===== config.mk =====
export PLATFORM = sky130hd
export DESIGN_NAME = program_loader
export DESIGN_NICKNAME = d
export VERILOG_FILES = /design/src/rtl/program_loader.sv
export SDC_FILE = /design/constraint.sdc
export NUM_CORES = 1
export LEC_CHECK = 0
export CAP_MARGIN = 20
export CORE_ASPECT_RATIO = 0.9
export CORE_MARGIN = 3
export CORE_UTILIZATION = 40
export DETAILED_ROUTE_END_ITERATION = 16
export PLACE_DENSITY_LB_ADDON = 0.1
export SLEW_MARGIN = 15
export SYNTH_ARGS = -nofsm -noshare
export SYNTH_HDL_FRONTEND = slang
export SYNTH_SLANG_ARGS = --single-unit

===== constraint.sdc =====
create_clock -name clk -period 6.9 [get_ports clk]
set_input_delay 1.38 -clock clk [delete_from_list [all_inputs] [get_ports clk]]
set_output_delay 1.38 -clock clk [all_outputs]
set_load 0.02 [all_outputs]

===== src/rtl/program_loader.sv =====
// ---------------------------------------------------------------------------
// program_loader
//
// Boot sequencer for the CPU program-load port. A host pushes a byte stream
// (valid/ready, little-endian word packing). The first word is a header that
// carries the instruction and data word counts plus a magic tag. The words
// after it are written into the CPU instruction memory first, then into the
// data memory. The CPU is held in reset for the whole load. It is released a
// fixed number of cycles after the last write.
//
// Ports
//   clk               system clock, all logic on the rising edge
//   rst               synchronous active-high reset
//   start             1-cycle pulse, begins a new load (IDLE, RUN, ERROR only)
//   in_valid/in_data  incoming byte stream
//   in_ready          byte accepted on a cycle where in_valid & in_ready
//   cpu_rst           reset line of the CPU
//   inst_data         word presented to the CPU load port
//   address           word index presented to the CPU load port
//   write_instruction 1-cycle strobe, write inst_data to instruction memory
//   write_data        1-cycle strobe, write inst_data to data memory
//   done              image loaded and CPU running
//   error             header was rejected
// ---------------------------------------------------------------------------
module program_loader #(
  parameter int         ADDR_W        = 10,
  parameter int         DEPTH         = 1024,
  parameter int         RELEASE_DELAY = 4,
  parameter logic [4:0] MAGIC         = 5'b10101
) (
  input  logic              clk,
  input  logic              rst,
  input  logic              start,
  input  logic              in_valid,
  input  logic [7:0]        in_data,
  output logic              in_ready,
  output logic              cpu_rst,
  output logic [31:0]       inst_data,
  output logic [ADDR_W-1:0] address,
  output logic              write_instruction,
  output logic              write_data,
  output logic              done,
  output logic              error
);

  // The header count fields are 11 bits wide. DEPTH is compared in that width.
  localparam logic [10:0] DEPTH_L   = 11'(DEPTH);
  localparam logic [3:0]  REL_LAST  = 4'(RELEASE_DELAY - 1);

  typedef enum logic [2:0] {
    S_IDLE,
    S_HDR,
    S_LD_INST,
    S_LD_DATA,
    S_RELEASE,
    S_RUN,
    S_ERROR
  } state_t;

  state_t state_q, state_d;

  // Byte packer. It holds the three most recent bytes of the word being
  // assembled. The oldest byte sits at the bottom.
  logic [23:0] pack_q, pack_d;
  logic [1:0]  pack_cnt_q, pack_cnt_d;

  logic [10:0] n_inst_q, n_inst_d;
  logic [10:0] n_data_q, n_data_d;
  logic [10:0] idx_q, idx_d;
  logic [3:0]  rel_cnt_q, rel_cnt_d;

  logic [31:0]       inst_data_q, inst_data_d;
  logic [ADDR_W-1:0] address_q, address_d;
  logic              wr_inst_q, wr_inst_d;
  logic              wr_data_q, wr_data_d;
  logic              cpu_rst_q, cpu_rst_d;
  logic              in_ready_q, in_ready_d;
  logic              done_q, done_d;
  logic              error_q, error_d;

  logic        accept;
  logic        word_done;
  logic [31:0] word_full;
  logic [10:0] hdr_n_inst;
  logic [10:0] hdr_n_data;
  logic [4:0]  hdr_magic;
  logic        hdr_bad;

  assign accept     = in_valid & in_ready_q;
  assign word_done  = accept && (pack_cnt_q == 2'd3);
  // The fourth byte of a word lands in bits [31:24].
  assign word_full  = {in_data, pack_q};
  assign hdr_n_inst = word_full[10:0];
  assign hdr_n_data = word_full[26:16];
  assign hdr_magic  = word_full[31:27];
  assign hdr_bad    = (hdr_magic != MAGIC) || (hdr_n_inst > DEPTH_L) ||
                      (hdr_n_data > DEPTH_L);

  // Next-state and next-output logic. Every registered output is computed
  // from the state being entered, so the outputs always match that state.
  always_comb begin
    state_d     = state_q;
    pack_d      = pack_q;
    pack_cnt_d  = pack_cnt_q;
    n_inst_d    = n_inst_q;
    n_data_d    = n_data_q;
    idx_d       = idx_q;
    rel_cnt_d   = '0;
    inst_data_d = inst_data_q;
    address_d   = address_q;
    wr_inst_d   = 1'b0;
    wr_data_d   = 1'b0;

    if (accept) begin
      pack_d     = {in_data, pack_q[23:8]};
      pack_cnt_d = pack_cnt_q + 2'd1;
    end

    case (state_q)
      S_IDLE, S_RUN, S_ERROR: begin
        if (start) begin
          state_d    = S_HDR;
          pack_d     = '0;
          pack_cnt_d = '0;
        end
      end

      S_HDR: begin
        if (word_done) begin
          if (hdr_bad) begin
            state_d = S_ERROR;
          end else begin
            n_inst_d = hdr_n_inst;
            n_data_d = hdr_n_data;
            idx_d    = '0;
            if (hdr_n_inst != 11'd0) begin
              state_d = S_LD_INST;
            end else if (hdr_n_data != 11'd0) begin
              state_d = S_LD_DATA;
            end else begin
              state_d = S_RELEASE;
            end
          end
        end
      end

      S_LD_INST: begin
        if (word_done) begin
          inst_data_d = word_full;
          address_d   = ADDR_W'(idx_q);
          wr_inst_d   = 1'b1;
          if (idx_q == n_inst_q - 11'd1) begin
            idx_d   = '0;
            state_d = (n_data_q != 11'd0) ? S_LD_DATA : S_RELEASE;
          end else begin
            idx_d = idx_q + 11'd1;
          end
        end
      end

      S_LD_DATA: begin
        if (word_done) begin
          inst_data_d = word_full;
          address_d   = ADDR_W'(idx_q);
          wr_data_d   = 1'b1;
          if (idx_q == n_data_q - 11'd1) begin
            idx_d   = '0;
            state_d = S_RELEASE;
          end else begin
            idx_d = idx_q + 11'd1;
          end
        end
      end

      S_RELEASE: begin
        // The count starts on the cycle the last write strobe is high.
        // RUN is therefore entered exactly RELEASE_DELAY cycles after it.
        if (rel_cnt_q == REL_LAST) begin
          state_d = S_RUN;
        end else begin
          rel_cnt_d = rel_cnt_q + 4'd1;
        end
      end

      default: begin
        state_d = S_IDLE;
      end
    endcase

    in_ready_d = (state_d == S_HDR) || (state_d == S_LD_INST) ||
                 (state_d == S_LD_DATA);
    cpu_rst_d  = (state_d != S_RUN);
    done_d     = (state_d == S_RUN);
    error_d    = (state_d == S_ERROR);
  end

  // State and output registers. A reset in the middle of a load drops
  // everything, including a partially packed word.
  always_ff @(posedge clk) begin
    if (rst) begin
      state_q     <= S_IDLE;
      pack_q      <= '0;
      pack_cnt_q  <= '0;
      n_inst_q    <= '0;
      n_data_q    <= '0;
      idx_q       <= '0;
      rel_cnt_q   <= '0;
      inst_data_q <= '0;
      address_q   <= '0;
      wr_inst_q   <= 1'b0;
      wr_data_q   <= 1'b0;
      cpu_rst_q   <= 1'b1;
      in_ready_q  <= 1'b0;
      done_q      <= 1'b0;
      error_q     <= 1'b0;
    end else begin
      state_q     <= state_d;
      pack_q      <= pack_d;
      pack_cnt_q  <= pack_cnt_d;
      n_inst_q    <= n_inst_d;
      n_data_q    <= n_data_d;
      idx_q       <= idx_d;
      rel_cnt_q   <= rel_cnt_d;
      inst_data_q <= inst_data_d;
      address_q   <= address_d;
      wr_inst_q   <= wr_inst_d;
      wr_data_q   <= wr_data_d;
      cpu_rst_q   <= cpu_rst_d;
      in_ready_q  <= in_ready_d;
      done_q      <= done_d;
      error_q     <= error_d;
    end
  end

  // A restart from RUN must put the CPU back into reset on the start cycle.
  // It cannot wait for the state register to change.
  assign cpu_rst           = cpu_rst_q | ((state_q == S_RUN) & start);
  assign in_ready          = in_ready_q;
  assign inst_data         = inst_data_q;
  assign address           = address_q;
  assign write_instruction = wr_inst_q;
  assign write_data        = wr_data_q;
  assign done              = done_q;
  assign error             = error_q;

endmodule

### Word level (Yosys, flattened, before mapping)

Index checks and enable logic that the tools add are counted.

* bits in registers: 114
* bits of input ports: 12

* equality and inequality tests: 21
* $add $sub $neg: 5
* magnitude comparators: 2
* mux-type cells: 26
* bitwise gates (word level): 7
* reduce and logical (&&, ||, !) cells: 18

Operators by type and width (count)
* 2-to-1 mux 24 bit: 3
* 2-to-1 mux 11 bit: 6
* 2-to-1 mux 3 bit: 11
* one-hot mux 11 bit (3 select lines): 1
* nonzero test 11 bit: 3
* equality test 11 bit: 2
* greater-than comparator 11 bit (second input constant): 2
* subtractor 11 x 1 -> 11 bit (second input constant): 2
* equality test 3 bit (second input constant): 5
* one-hot mux 3 bit (5 select lines): 1
* equality test 3 x 2 -> 1 bit (second input constant): 4
* adder 11 x 1 -> 11 bit (second input constant): 1
* != test 2 bit (second input constant): 4
* equality test 3 x 1 -> 1 bit (second input constant): 2
* 2-to-1 mux 2 bit: 3
* OR reduction 2 bit: 3
* OR reduction 3 bit: 2
* != test 5 bit (second input constant): 1
* AND reduction 5 bit: 1
* adder 4 x 1 -> 4 bit (second input constant): 1
* equality test 4 x 2 -> 1 bit (second input constant): 1
* logical OR 1 bit: 4
* inverter 1 bit: 4
* logical NOT 3 bit: 1
* other kinds (10): 11

### Longest topological paths before layout

* depth after elaboration: 9
* depth in mapped cells: 10
* depth with buffers taken out: 9

### Worst setup path after synthesis

No wires, ideal clock.

* path type: input-to-reg
* from: input port in_data[0]
* to: register idx_q[2]
* arrival time: 3132 ps
* slack: 3620 ps
* buffers on the path: 2
* stages: 7
* data required time: 6752 ps
* setup time: 148 ps
* cell sequence: nor4_1 a31oi_1 a211oi_1 a31o_2 clkbuf_1 buf_1 a211oi_1

* word-level cells in the longest chain between the ends: 4

RTL lines
* from (decl): line 35 `input logic [7:0] in_data,`
* greater-than comparator 11 bit: line 97 `(hdr_n_data > DEPTH_L);`
* logical OR 1 bit: line 96 `assign hdr_bad = (hdr_magic != MAGIC) || (hdr_n_inst > DEPTH_L) ||`
* != test 2 bit (no line)
* AND reduction 5 bit (no line)
* to (signal assigned): line 222 `idx_q <= idx_d;`
* to (decl): line 69 `logic [10:0] idx_q, idx_d;`

Every way passes these cells.
A chain may end at the register's enable or synchronous reset.

### Worst setup path after layout

* from: input port start
* to: output port cpu_rst

* word-level cells in the longest chain between the ends: 2

RTL lines
* from (decl): line 33 `input logic start,`
* AND 1 bit: line 237 `assign cpu_rst = cpu_rst_q | ((state_q == S_RUN) & start);`
* OR 1 bit: line 237
* to (decl): line 37 `output logic cpu_rst,`

Every way passes these cells.

==> impl_metrics.json <==
{
  "grt_overflow": 0,
  "grt_max_degree": 81,
  "synth-compound-area-share_pct": 17.3,
  "hold_violations": 0,
  "whs_endpoint": "address[6]$_SDFFE_PP0P_",
  "grt.total_usage_pct": 20.1,
  "cts_resized": 0,
  "port_buffers": 59,
  "reg2reg_from": "n_inst_q[0]$_SDFFE_PP0P_",
  "reg2reg_depth": 9,
  "syn_inst": 675,
  "fin_hold_ws_ns": 0.450,
  "numCtsBuffers": 17,
  "nets": 724,
  "nFillCells": 1240,
  "ys_seq_elements": 114,
  "yosysSeqAreaShare_pct": 43.3,
  "worst_slew_pin_slew_ns": 0.947,
  "yosysWarnings": 0,
  "ys_types": 64,
  "finalMaxSlewViolations": 0,
  "slew_headroom_pct": 36.9,
  "critical_path_class": "primary input to primary output",
  "htree_num_levels": 4,
  "arrival_ns": 2.82,
  "hp-start": "address[6]$_SDFFE_PP0P_",
  "post_drt_wl_per_cell_um": 16.2,
  "worst_path_largest_cell_delay_ns": 0.62,
  "dp_cells": 851,
  "synth_edf_count": 0,
  "min_period_ns": 4.20,
  "antenna_found_initial": 0,
  "syn_avg_cell_area_um2": 7.81,
  "p_leak_uw": 0.00214,
  "cts_setup_buffers": 0,
  "num_vias": 4825,
  "wl_um": 14300,
  "crit_path_frequent_cell": "clkdlybuf4s50_1",
  "dpl.hpwl_um": 9450,
  "ff_latch_area_um2": 2280,
  "synthAdderAreaFrac_pct": 1.19,
  "firstDrtPassIters": 5,
  "hold_buffers": 0,
  "drc": 0,
  "synthSimpleGateAreaFrac_pct": 27.5,
  "ir_drop_uv": 158,
  "drive_gt1_share_pct": 8.06,
  "worstPathMaxFanout": 5,
  "hold_path_depth": 2,
  "crit_buf_inv": 2,
  "grt_pass1_vias": 4693,
  "setup-tns-final_ns": 0,
  "place_congestion": 0.842,
  "critPathTopFamily": "buffers and inverters",
  "dieArea_um2": 14600,
  "synthXorXnorAreaFrac_pct": 5.98,
  "syn-cell-area_um2": 5270,
  "rrSetupSlack_ns": 3.76,
  "required_ns": 5.52,
  "die_y_um": 115,
  "setup_viol": 0,
  "min-delay-path-class": "register to register",
  "fmax_ghz": 0.238,
  "r2r-end": "idx_q[1]$_SDFFE_PP0P_",
  "clockBufferDepth": 2,
  "clock_skew_ns": 0.0109,
  "final_cells": 884,
  "async_flop_share_pct": 0,
  "synth_top_family_by_area": "simple AND/OR/NAND/NOR gates",
  "row_count": 39,
  "die_w_um": 127,
  "cts.sinks": 114,
  "startpoint_type": "primary input",
  "finalCritPeriodShare_pct": 60.9,
  "area.growth.synth_to_final_pct": 23.1,
  "synth_top_flop_cell": "dfxtp_1",
  "rsz0062_at_grt": "no",
  "n_antenna_cell": 0,
  "drtAntennaViolNets": 0,
  "vias_per_cell": 5.46,
  "cts_tree": "yes",
  "multi_input_area_um2": 2750,
  "utilization_pct": 50.7,
  "clock_latency_ns": 0.42,
  "crit_chain": "clkdlybuf4s50_1 -> nand2_1 -> o21bai_1 -> clkdlybuf4s50_1",
  "critical_path.endpoint_type": "primary output",
  "cts-root-buf": "clkbuf_16",
  "maxCapViolations": 0,
  "clk_pin_slew_ns": 0.05,
  "drt-initial-drc-count": 386,
  "coreArea_um2": 12800,
  "start_util_pct": 41.2,
  "io_pins": 60,
  "grt_first_pass_wirelength_um": 23500,
  "synthMuxAreaShare_pct": 0.190,
  "cp_slowest_cell": "clkdlybuf4s50_1",
  "status": "complete, no violations",
  "power-per-cell-area_nw_per_um2": 245,
  "synth_nets": 692
}
[worst min-delay path: cells and delay by family, from the launching register on]
kind | cells | cell delay, ns
flops | 1 | 0.30
compound gates | 1 | 0.05
simple gates | 1 | 0.05
[kinds of logic after synthesis]
| family | after synthesis |
|---|---|
| xor gates and xnor gates | 36 |
| buffers and inverters | 58 |
| adders and majority gates | 5 |
| muxes | 1 |
| AOI/OAI and AO/OA | 146 |
| and+or+nand+nor | 315 |
| DFF | 114 |
[final cells by class]
type / instances / area share, %
Tap cell: 164 / 3.16
Clock inverter: 11 / 2.01
Inverter: 9 / 0.521
Clock buffer: 21 / 7.26
Timing Repair Buffer: 62 / 9.48
Sequential cell: 114 / 35.2
Multi-Input combinational cell: 503 / 42.4
[layout by cell type (no fill, tap or decap), types with 4 or more instances in the layout]
| cell | instances |
|---|---|
| nor4_1 | 10 |
| clkdlybuf4s50_1 | 58 |
| o31ai_1 | 4 |
| or3_1 | 4 |
| clkbuf_8 | 4 |
| a21oi_1 | 94 |
| nand2_1 | 198 |
| xor2_1 | 18 |
| dfxtp_1 | 114 |
| and3_1 | 6 |
| a211oi_2 | 9 |
| xnor2_1 | 18 |
| nor4b_1 | 4 |
| clkinvlp_4 | 4 |
| inv_1 | 8 |
| nor3_1 | 8 |
| clkinv_4 | 4 |
| clkbuf_16 | 17 |
| a31oi_1 | 4 |
| o21ai_0 | 10 |
| or4_1 | 5 |
| and2_1 | 4 |
| nand2b_1 | 5 |
| ha_1 | 5 |
| nand4_1 | 6 |
| nor2_1 | 24 |
| nand3_1 | 15 |
[worst max path at each step]
| stage | cells past startpoint | slack (ns) | end | start |
|---|---|---|---|---|
| after floorplan | 7 | 3.62 | idx_q[2]$_SDFFE_PP0P_ | in_data[0] |
| after global placement | 8 | 2.43 | error$_SDFF_PP0_ | in_valid |
| after CTS | 4 | 2.69 | cpu_rst | start |
| final | 4 | 2.70 | cpu_rst | start |
| after detailed placement | 8 | 2.34 | error$_SDFF_PP0_ | in_valid |
| after global routing | 8 | 2.47 | error$_SDFF_PP0_ | in_valid |
[per-layer routing]
layer | wire length [µm] | up-vias | track usage (%) | part of all wire, %
met5 | 0 | - | 0 | 0
met4 | 164 | 0 | 6.72 | 1.1
met3 | 778 | 14 | 5.90 | 5.4
met2 | 6440 | 136 | 31.9 | 45
met1 | 6910 | 2304 | 26.3 | 48
li1 | - | 2371 | - | -
[cells in the mapped netlist, drive strengths merged (5+ instances only)]
cell type	number	share of area [%]
a21oi	94	8.9
a31oi	5	0.71
and3	6	0.71
dfxtp	114	43
inv	8	0.57
nor4	11	1.4
clkbuf	42	3.1
nand2b	5	0.59
xor2	18	3.0
a211oi	11	2.4
nand2	198	14
o21ai	11	1.1
nand3	15	1.4
or4	5	0.71
ha	5	1.2
nor2	25	1.8
xnor2	18	3.0
buf	7	0.88
nand4	6	0.71
nor3	8	0.76
and2	5	0.59
[report_power, final]
group | internal (µW) | leakage, µW | switching [µW]
Sequential | 661 | 0.000919 | 5.09
Clock | 561 | 0.000281 | 321
Combinational | 13.4 | 0.000940 | 29.7
Total | 1240 | 0.00214 | 356
[registers in the layout, summed over array words and instances (netlist names), 2 cells and up]
signal	flops
pack_q	24
address	10
n_data_q	11
inst_data	32
rel_cnt_q	4
state_q	3
idx_q	11
n_inst_q	11
pack_cnt_q	2
[metrics by stage]
| step | total power (µW) | setup WS, ns | area [µm²] |
|---|---|---|---|
| 6_report | 1590 | 2.70 | 6480 |
| 5_1_grt | 1640 | 2.47 | 6480 |
| 3_3_place_gp | 722 | 2.43 | 5870 |
| 3_5_place_dp | 723 | 2.34 | 5870 |
| 4_1_cts | 1600 | 2.69 | 6470 |
| 2_1_floorplan | 705 | 3.62 | 5270 |
(Power assumes the default switching activity.)
